--- config.mk ---
export PLATFORM = sky130hd
export DESIGN_NAME = wfg_drive_pat_wb_regbank
export DESIGN_NICKNAME = d
export VERILOG_FILES = /design/src/rtl/wfg_drive_pat_wb_regbank.sv
export SDC_FILE = /design/constraint.sdc
export NUM_CORES = 1
export LEC_CHECK = 0
export ABC_AREA = 1
export CORE_ASPECT_RATIO = 0.7
export CORE_MARGIN = 4
export CORE_UTILIZATION = 49
export CTS_CLUSTER_DIAMETER = 60
export DETAILED_ROUTE_END_ITERATION = 8
export GPL_TIMING_DRIVEN = 0
export PLACE_DENSITY_LB_ADDON = 0.08
export SLEW_MARGIN = 5
export SYNTH_ARGS = -nofsm -noshare
export SYNTH_HDL_FRONTEND = slang
export SYNTH_SLANG_ARGS = --single-unit
--- constraint.sdc ---
create_clock -name wb_clk_i -period 12.3 [get_ports wb_clk_i]
set_clock_uncertainty 0.1 [all_clocks]
set_input_delay 2.46 -clock wb_clk_i [delete_from_list [all_inputs] [get_ports wb_clk_i]]
set_output_delay 2.46 -clock wb_clk_i [all_outputs]
set_load 0.1 [all_outputs]
--- src/rtl/wfg_drive_pat_wb_regbank.sv ---
// wfg_drive_pat_wb_regbank
// Wishbone register bank for the drive_pat pattern driver. CFG and PATSEL are
// double-buffered: software writes shadow copies, and the core only sees the
// active copies, which are loaded together on a commit. A commit comes from
// CTRL.COMMIT (while EN=0) or from sync_i at a pattern boundary (while EN=1
// and a shadow write is pending).
// Optional build macro WFG_DRIVE_PAT_REG_ERR_EN: unmapped accesses and STATUS
// writes end with wbs_err_o instead of wbs_ack_o.
module wfg_drive_pat_wb_regbank #(
    parameter int BUSW     = 32,
    parameter int CHANNELS = 32
) (
    input  logic                  wb_clk_i,
    input  logic                  wb_rst_i,
    input  logic                  wbs_stb_i,
    input  logic                  wbs_cyc_i,
    input  logic                  wbs_we_i,
    input  logic [BUSW/8-1:0]     wbs_sel_i,
    input  logic [BUSW-1:0]       wbs_dat_i,
    input  logic [BUSW-1:0]       wbs_adr_i,
    output logic                  wbs_ack_o,
    output logic                  wbs_err_o,
    output logic [BUSW-1:0]       wbs_dat_o,
    input  logic                  sync_i,
    output logic                  ctrl_en_o,
    output logic [7:0]            cfg_begin_o,
    output logic [7:0]            cfg_end_o,
    output logic [2*CHANNELS-1:0] patsel_o,
    output logic                  commit_o
);
    localparam int         NPAT      = CHANNELS / 16;
    localparam logic [5:0] PAT_FIRST = 6'd4;
    localparam logic [5:0] PAT_LAST  = 6'(4 + NPAT - 1);

    generate
        if (BUSW != 32) begin : g_bad_busw
            $error("wfg_drive_pat_wb_regbank: only BUSW=32 is supported");
        end
        if ((CHANNELS % 16) != 0 || CHANNELS < 16 || CHANNELS > 128) begin : g_bad_channels
            $error("wfg_drive_pat_wb_regbank: CHANNELS must be a multiple of 16 in 16..128");
        end
    endgenerate

    // Register state
    logic                  en;
    logic [15:0]           cfg_sh;
    logic [15:0]           cfg_act;
    logic [31:0]           pat_sh [NPAT];
    logic [2*CHANNELS-1:0] pat_act;
    logic                  pending;
    logic [7:0]            commit_cnt;
    logic                  commit_q;
    logic                  ack_q;
    logic                  resp_q;
    logic [31:0]           dat_q;

    // Decode
    logic [5:0]  word;
    logic        req, accept, bad, wr, rd_ok;
    logic        is_ctrl, is_cfg, is_status, is_pat;
    logic        shadow_wr, commit_a, commit_b, commit;
    logic [31:0] rdata;
    logic        unused_adr;

    // Handshake: a request is stb&cyc. It is accepted on the first edge where
    // it is seen and no response is currently being driven; exactly one of
    // ack/err is then high for the following cycle. Because a response blocks
    // acceptance on its own cycle, a request held across its response is not
    // taken twice and responses are always separated by an idle cycle.
    assign req        = wbs_stb_i & wbs_cyc_i;
    assign accept     = req & ~resp_q;
    assign word       = wbs_adr_i[7:2];
    assign unused_adr = &{1'b0, wbs_adr_i[BUSW-1:8], wbs_adr_i[1:0]};

    assign is_ctrl   = (word == 6'd0);
    assign is_cfg    = (word == 6'd1);
    assign is_status = (word == 6'd2);
    assign is_pat    = (word >= PAT_FIRST) && (word <= PAT_LAST);

`ifdef WFG_DRIVE_PAT_REG_ERR_EN
    logic err_q;
    assign bad    = ~(is_ctrl | is_cfg | is_status | is_pat) | (is_status & wbs_we_i);
    assign resp_q = ack_q | err_q;
    assign wbs_err_o = err_q;
`else
    assign bad    = 1'b0;
    assign resp_q = ack_q;
    assign wbs_err_o = 1'b0;
`endif

    assign wr    = accept & wbs_we_i & ~bad;
    assign rd_ok = accept & ~wbs_we_i & ~bad;

    assign shadow_wr = wr & (is_cfg | is_pat);
    assign commit_a  = wr & is_ctrl & wbs_sel_i[0] & ~wbs_dat_i[0] & wbs_dat_i[1];
    assign commit_b  = sync_i & en & pending;
    assign commit    = commit_a | commit_b;

    // Read mux: shadow values for CFG/PATSEL, undefined bits read 0
    always_comb begin
        rdata = '0;
        if (is_ctrl) begin
            rdata[0] = en;
        end else if (is_cfg) begin
            rdata[15:0] = cfg_sh;
        end else if (is_status) begin
            rdata[0]    = pending;
            rdata[15:8] = commit_cnt;
        end else begin
            for (int k = 0; k < NPAT; k++) begin
                if (word == (6'(k) + PAT_FIRST)) rdata = pat_sh[k];
            end
        end
    end

    // Register writes, commit (active <= pre-edge shadow), PENDING and counter
    always_ff @(posedge wb_clk_i or posedge wb_rst_i) begin
        if (wb_rst_i) begin
            en         <= 1'b0;
            cfg_sh     <= '0;
            cfg_act    <= '0;
            pat_act    <= '0;
            pending    <= 1'b0;
            commit_cnt <= '0;
            commit_q   <= 1'b0;
            for (int k = 0; k < NPAT; k++) pat_sh[k] <= '0;
        end else begin
            if (wr && is_ctrl && wbs_sel_i[0]) en <= wbs_dat_i[0];
            if (wr && is_cfg) begin
                if (wbs_sel_i[0]) cfg_sh[7:0]  <= wbs_dat_i[7:0];
                if (wbs_sel_i[1]) cfg_sh[15:8] <= wbs_dat_i[15:8];
            end
            for (int k = 0; k < NPAT; k++) begin
                if (wr && word == (6'(k) + PAT_FIRST)) begin
                    for (int b = 0; b < 4; b++) begin
                        if (wbs_sel_i[b]) pat_sh[k][8*b +: 8] <= wbs_dat_i[8*b +: 8];
                    end
                end
            end
            if (commit) begin
                cfg_act    <= cfg_sh;
                commit_cnt <= commit_cnt + 8'd1;
                for (int k = 0; k < NPAT; k++) pat_act[32*k +: 32] <= pat_sh[k];
            end
            if (shadow_wr)   pending <= 1'b1;
            else if (commit) pending <= 1'b0;
            commit_q <= commit;
        end
    end

    // Bus response: one-cycle ack (or err) with registered read data
    always_ff @(posedge wb_clk_i or posedge wb_rst_i) begin
        if (wb_rst_i) begin
            ack_q <= 1'b0;
            dat_q <= '0;
        end else begin
            ack_q <= accept & ~bad;
            dat_q <= rd_ok ? rdata : 32'h0;
        end
    end

`ifdef WFG_DRIVE_PAT_REG_ERR_EN
    // Error response for unmapped accesses and STATUS writes
    always_ff @(posedge wb_clk_i or posedge wb_rst_i) begin
        if (wb_rst_i) err_q <= 1'b0;
        else          err_q <= accept & bad;
    end
`endif

    assign wbs_ack_o   = ack_q;
    assign wbs_dat_o   = dat_q;
    assign ctrl_en_o   = en;
    assign cfg_begin_o = cfg_act[7:0];
    assign cfg_end_o   = cfg_act[15:8];
    assign patsel_o    = pat_act;
    assign commit_o    = commit_q;

endmodule

==> impl_metrics.yaml, run 1 <==
finish:
  diodes: 0
  layout_common_cells: "nand2_1 (339), dfrtp_1 (204), clkdlybuf4s50_1 (162)"
  nFillCells: 1402
  layout-drive-gt1-share_pct: 5.367
  area.growth.synth_to_final_pct: 31.07
  num-nets-final: 1181
  final_util_pct: 65.99
  mostFrequentLayoutCell: "nand2_1"
clock_network:
  numCtsBuffers: 20
  insertion_delay_ns: 0.48
  htreeDepth: 1
  cts_root_buf: "clkbuf_16"
  cts_setup_buffers: 0
  cts_hold_buffers: 0
  cts_tree: "done"
  clkSlewWorstSetupHoldPaths_ns: 0.06
  clock-sinks: 204
  max-clock-path-buffers: 3
  cts_resized: 0
sta:
  slew_viol_final: 0
  rsz0062_at_grt: "no"
  post-route-period-util_pct: 37.92
  timing.fmax_mhz: 214.4
  tightestPinTransition_ns: 1.030
  setup-violations-final: 0
  setup_tns_ns: 0
  period_minus_slack_ns: 4.664
  slew_headroom_pct: 31.15
  hold_viol: 0
setup_path:
  critical_path_class: "register to primary output"
  cp.arrival_ns: 2.10
  critPathCaptureType: "primary output"
  critPathLaunchType: "register"
  crit_buf_inv: 1
  crit_family: "buffers and inverters"
  cp_max_fo: 4
  crit_required_ns: 9.74
  crit_chain: "clkdlybuf4s50_1"
  reg2reg_slack_ns: 9.95
  slowest_delay_ns: 1.17
  cp_slowest_cell: "clkdlybuf4s50_1"
global_routing:
  antenna_found_initial: 1
  grt_util_all_layers_pct: 25.03
  grt_pass1_vias: 6512
  grt_max_degree: 106
  grt_pass1_wl_mm: 37.00
  grt-ovfl-total: 0
detailed_routing:
  wl_per_cell_um: 17.51
  wl_mm: 23.51
  vias: 7055
  drtIter0Drc: 679
  ant_nets: 0
  viasPerCell: 5.253
  firstDrtPassIters: 5
  drcViolationCount: 0
pwr:
  p_sw_share_pct: 22.00
  power.total_uw: 1351
  p_int_uw: 1054
  ir_worst_vdd_v: 0.00008541
  seqPwrFrac_pct: 50.9
  cellLeakagePower_uw: 0.005327
  p_sw_uw: 297.1
  p_clk_share_pct: 44.1
  power.density_mw_per_mm2: 124.5
  power_frac_comb_pct: 5.0
die:
  die_area_sq_mm: 0.01907
  core_area_sq_mm: 0.01644
  start_util_pct: 50.35
  rows: 39
  die_h_um: 116.8
  die_x_um: 163.4
  io_pins: 190
run:
  drv_cap: 0
worst_hold_path:
  hold_path.class: "register to register"
logic_synthesis:
  synth-seq-cells: 204
  yosys-top-cells-area: "dfrtp_1 (62%), nand2_1 (15%), nand3_1 (5.7%), o21ai_0 (4.8%), inv_1 (2.6%)"
  synth_nets: 996
  yosysTopAreaCell: "dfrtp_1"
  yosysWarnings: 0
  syn_area_sq_mm: 0.008279
  synth_top_area_share_pct: 61.66
  syn_inst: 921
  synth_cell_types: 26
  yosysSeqAreaShare_pct: 61.66
  avgSynthCellArea_sq_um: 8.989
placement:
  place_hpwl_mm: 16.79
  place_congestion: 0.8766
  port_buffers: 162
status:
  status: "finished, final reports clean"
-- sequential cells by signal, indices dropped and copies added (netlist names) --
name,count
cfg_act,16
cfg_sh,16
commit_cnt,8
commit_o,1
ctrl_en_o,1
pat_sh,64
patsel_o,64
pending,1
wbs_ack_o,1
wbs_dat_o,32
-- cell type report --
cell class	instances	area, sq um	area share (%)
Sequential cell	204	5105	47.04
Multi-Input combinational cell	613	2746	25.31
Timing Repair Buffer	163	1649	15.20
Clock buffer	30	589.3	5.431
Tap cell	225	281.5	2.594
Inverter	59	229.0	2.110
Buffer	45	206.4	1.902
Clock inverter	4	45.04	0.4151
-- logic make-up after synthesis --
kind of cell               after synthesis  share of synthesized area [%]
DFF                                    204                          61.66
adders and majority gates                1                         0.1511
buffers and inverters                  104                          5.169
other                                    1                        0.04529
and+or+nand+nor                        485                          24.23
AOI/OAI and AO/OA                      120                          8.116
xor gates and xnor gates                 6                         0.6347
-- routing by layer --
layer,track usage (%),wire [um],vias up
li1,-,-,3329
met1,40.12,11240,3420
met2,36.16,10020,281
met3,5.185,1980,23
met4,3.352,256,2
met5,0,12,-
-- power groups by stage --
stage	Sequential [uW]	Combinational (uW)	Clock, uW
after floorplan	706	28.7	0
after global placement	700	66.5	0
after detailed placement	699	68.4	0
after CTS	687	68.8	604
after global routing	688	75.2	634
final	687	67.9	595
-- per-stage QoR --
stage | hold WS, ns | worst slack (ns) | cell area [sq um] | std cells
global placement | 0.3543 | 1.554 | 10180 | 1308
detailed placement | 0.3640 | 7.383 | 10220 | 1309
finish | 0.3744 | 7.636 | 10850 | 1343
global route | 0.4036 | 7.588 | 10850 | 1343
floorplan | 0.3638 | 4.173 | 8279 | 921
CTS | 0.3726 | 7.614 | 10850 | 1343
-- synth_stat cells (all sizes together) --
cell type / instances
nor2: 41
nand4: 4
a21oi: 10
o21ai: 81
nand3: 94
nor3: 4
xor2: 6
o211ai: 8
o21bai: 1
inv: 59
a31oi: 4
buf: 18
nand2: 342
dfrtp: 204
a22oi: 16
ha: 1
clkbuf: 27
conb: 1
-- path summary, 6_finish.rpt --
check | cells past startpoint | to | from
setup / recovery | 1 | ctrl_en_o | ctrl_en_o
hold / removal | 1 | wbs_ack_o | wbs_ack_o
setup reg to reg | 7 | pat_sh[40] | wbs_ack_o
hold reg to reg | 1 | wbs_ack_o | wbs_ack_o
max in group asynchronous | 3 | patsel_o[46] | wb_rst_i
min in group asynchronous | 2 | cfg_act[15] | wb_rst_i
Note: power is estimated with default switching activity, not from simulation.
==> run 2: changes to the inputs <==
==> constraint.sdc (replaced) <==
create_clock -name wb_clk_i -period 4.6 [get_ports wb_clk_i]
set_clock_uncertainty 0.1 [all_clocks]
set_input_delay 0.92 -clock wb_clk_i [delete_from_list [all_inputs] [get_ports wb_clk_i]]
set_output_delay 0.92 -clock wb_clk_i [all_outputs]
set_load 0.1 [all_outputs]
==> run 2 against run 1 <==
  * Clock power increased to 2.9 times the previous value
  * Clock-buffer cell count decreased by 3
  * Routed wire length increased by 2.0%
  * Largest cell class unchanged
==> impl_metrics.yaml, run 2 (synthesis results as in run 1) <==
sta:
  post-route-period-util_pct: 68.20
  hold_viol: 0
  slew_viol_final: 0
  slew_headroom_pct: 30.45
  rsz0062_at_grt: "no"
  timing.fmax_mhz: 318.8
  setup_tns_ns: 0
  setup-violations-final: 0
  period_minus_slack_ns: 3.137
  tightestPinTransition_ns: 1.040
global_routing:
  grt_pass1_wl_mm: 37.66
  antenna_found_initial: 1
  gr-usage-met1_pct: 39.87
  use_met2_pct: 37.68
  grt-ovfl-total: 0
  grt_max_degree: 41
  grt_util_all_layers_pct: 25.42
  busiest_layer: "met1"
  use_met3_pct: 4.198
  grt_pass1_vias: 6761
detailed_routing:
  wl_per_cell_um: 17.77
  drtIter0Drc: 598
  vias: 7100
  drcViolationCount: 0
  wl_mm: 23.99
  viasPerCell: 5.259
  ant_nets: 0
  firstDrtPassIters: 5
finish:
  seq_area_sq_mm: 0.005105
  nFillCells: 1329
  mostFrequentLayoutCell: "nand2_1"
  layout_common_cells: "nand2_1 (339), dfrtp_1 (204), clkdlybuf4s50_1 (162)"
  area.growth.synth_to_final_pct: 32.96
  layout-drive-gt1-share_pct: 6.133
  diodes: 0
  num-nets-final: 1186
  multi_input_area_sq_mm: 0.002746
  final_util_pct: 66.94
  final_cell_area_sq_mm: 0.01101
die:
  die_h_um: 116.8
  start_util_pct: 50.35
  core_area_sq_mm: 0.01644
  die_x_um: 163.4
  rows: 39
  io_pins: 190
  die_area_sq_mm: 0.01907
setup_path:
  cp-startpoint: "ctrl_en_o"
  crit_buf_inv: 1
  crit_required_ns: 3.58
  cp_max_fo: 4
  crit_cells: 1
  reg2reg_slack_ns: 2.21
  endpoint: "ctrl_en_o"
  crit_chain: "clkdlybuf4s50_1"
  worst_r2r_path_depth: 7
  crit_family: "buffers and inverters"
  critPathCaptureType: "primary output"
  cp_slowest_cell: "clkdlybuf4s50_1"
  cp.arrival_ns: 2.12
  critPathLaunchType: "register"
  critical_path_class: "register to primary output"
  r2r-start: "wbs_ack_o"
  slowest_delay_ns: 1.17
  crit-reg2reg-capture: "pat_sh[48]"
placement:
  placed_area_sq_mm: 0.01031
  place_hpwl_mm: 17.31
  port_buffers: 162
  place_congestion: 0.8728
pwr:
  ir_worst_vdd_v: 0.0001927
  power.density_mw_per_mm2: 340.7
  cellLeakagePower_uw: 0.005393
  power_frac_comb_pct: 5.1
  p_clk_share_pct: 45.9
  p_int_uw: 2914
  seqPwrFrac_pct: 49.0
  p_sw_share_pct: 22.31
  p_sw_uw: 836.6
clock_network:
  insertion_delay_ns: 0.49
  cts_tree: "done"
  clkSlewWorstSetupHoldPaths_ns: 0.06
  numCtsBuffers: 20
  clock-sinks: 204
  cts_setup_buffers: 0
  htreeDepth: 1
  cts_hold_buffers: 0
  max-clock-path-buffers: 3
  cts_resized: 0
  cts_root_buf: "clkbuf_16"
status:
  status: "finished, final reports clean"
worst_hold_path:
  hold_path.class: "register to register"
run:
  drv_cap: 0
==> run 2: cell count changes in the layout (fill, tap and decap cells not counted) <==
cell,delta
clkinvlp_4,+2
bufinv_16,+2
inv_6,+1
clkinv_8,+1
buf_12,+5
clkbuf_16,-1
inv_8,-1
clkbuf_1,-2
==> run 2: layout make-up <==
cell class / instances / area share (%)
buffer: 45 / 1.875
clock buffer: 27 / 5.058
clock inverter: 9 / 1.250
inverter: 59 / 2.046
multi-input combinational: 613 / 24.95
sequential: 204 / 46.37
tap: 225 / 2.557
timing repair buffer: 168 / 15.89
==> run 2: worst min-delay path by stage <==
stage                     startpoint            to  slack [ns]  depth (start not counted)
after floorplan            cfg_sh[0]    cfg_act[0]        0.36                          2
after global placement     wbs_ack_o     wbs_ack_o        0.35                          1
after detailed placement  pat_sh[47]  patsel_o[15]        0.38                          2
after CTS                  pat_sh[1]  patsel_o[33]        0.40                          2
after global routing      pat_sh[42]  patsel_o[10]        0.42                          2
final                      wbs_ack_o     wbs_ack_o        0.39                          1
==> run 2: power groups by stage <==
stage | clock network [uW] | registers [uW] | logic, uW
finish | 1720 | 1840 | 192
detailed placement | 0 | 1870 | 194
CTS | 1740 | 1840 | 195
global route | 1820 | 1840 | 212
floorplan | 0 | 1890 | 77.2
global placement | 0 | 1870 | 178
==> run 2: layer usage <==
layer  vias to the layer above  part of all wire (%)  routed length (um)
met1                      3456                    48               11410
met2                       257                    44               10470
met4                         2                   1.9                 464
li1                       3347                     -                   -
met3                        38                   6.8                1625
met5                         -                 0.054                  13
==> run 2: stage by stage <==
step           total power (uW)  worst slack [ns]  instances  hold WS [ns]
6_report                   3750             1.463       1350        0.3875
5_1_grt                    3866             1.445       1350        0.4236
4_1_cts                    3771             1.459       1350        0.3974
3_5_place_dp               2064             1.247       1314        0.3823
3_3_place_gp               2049           -0.6701       1308        0.3502
2_1_floorplan              1965            0.9357        921        0.3638
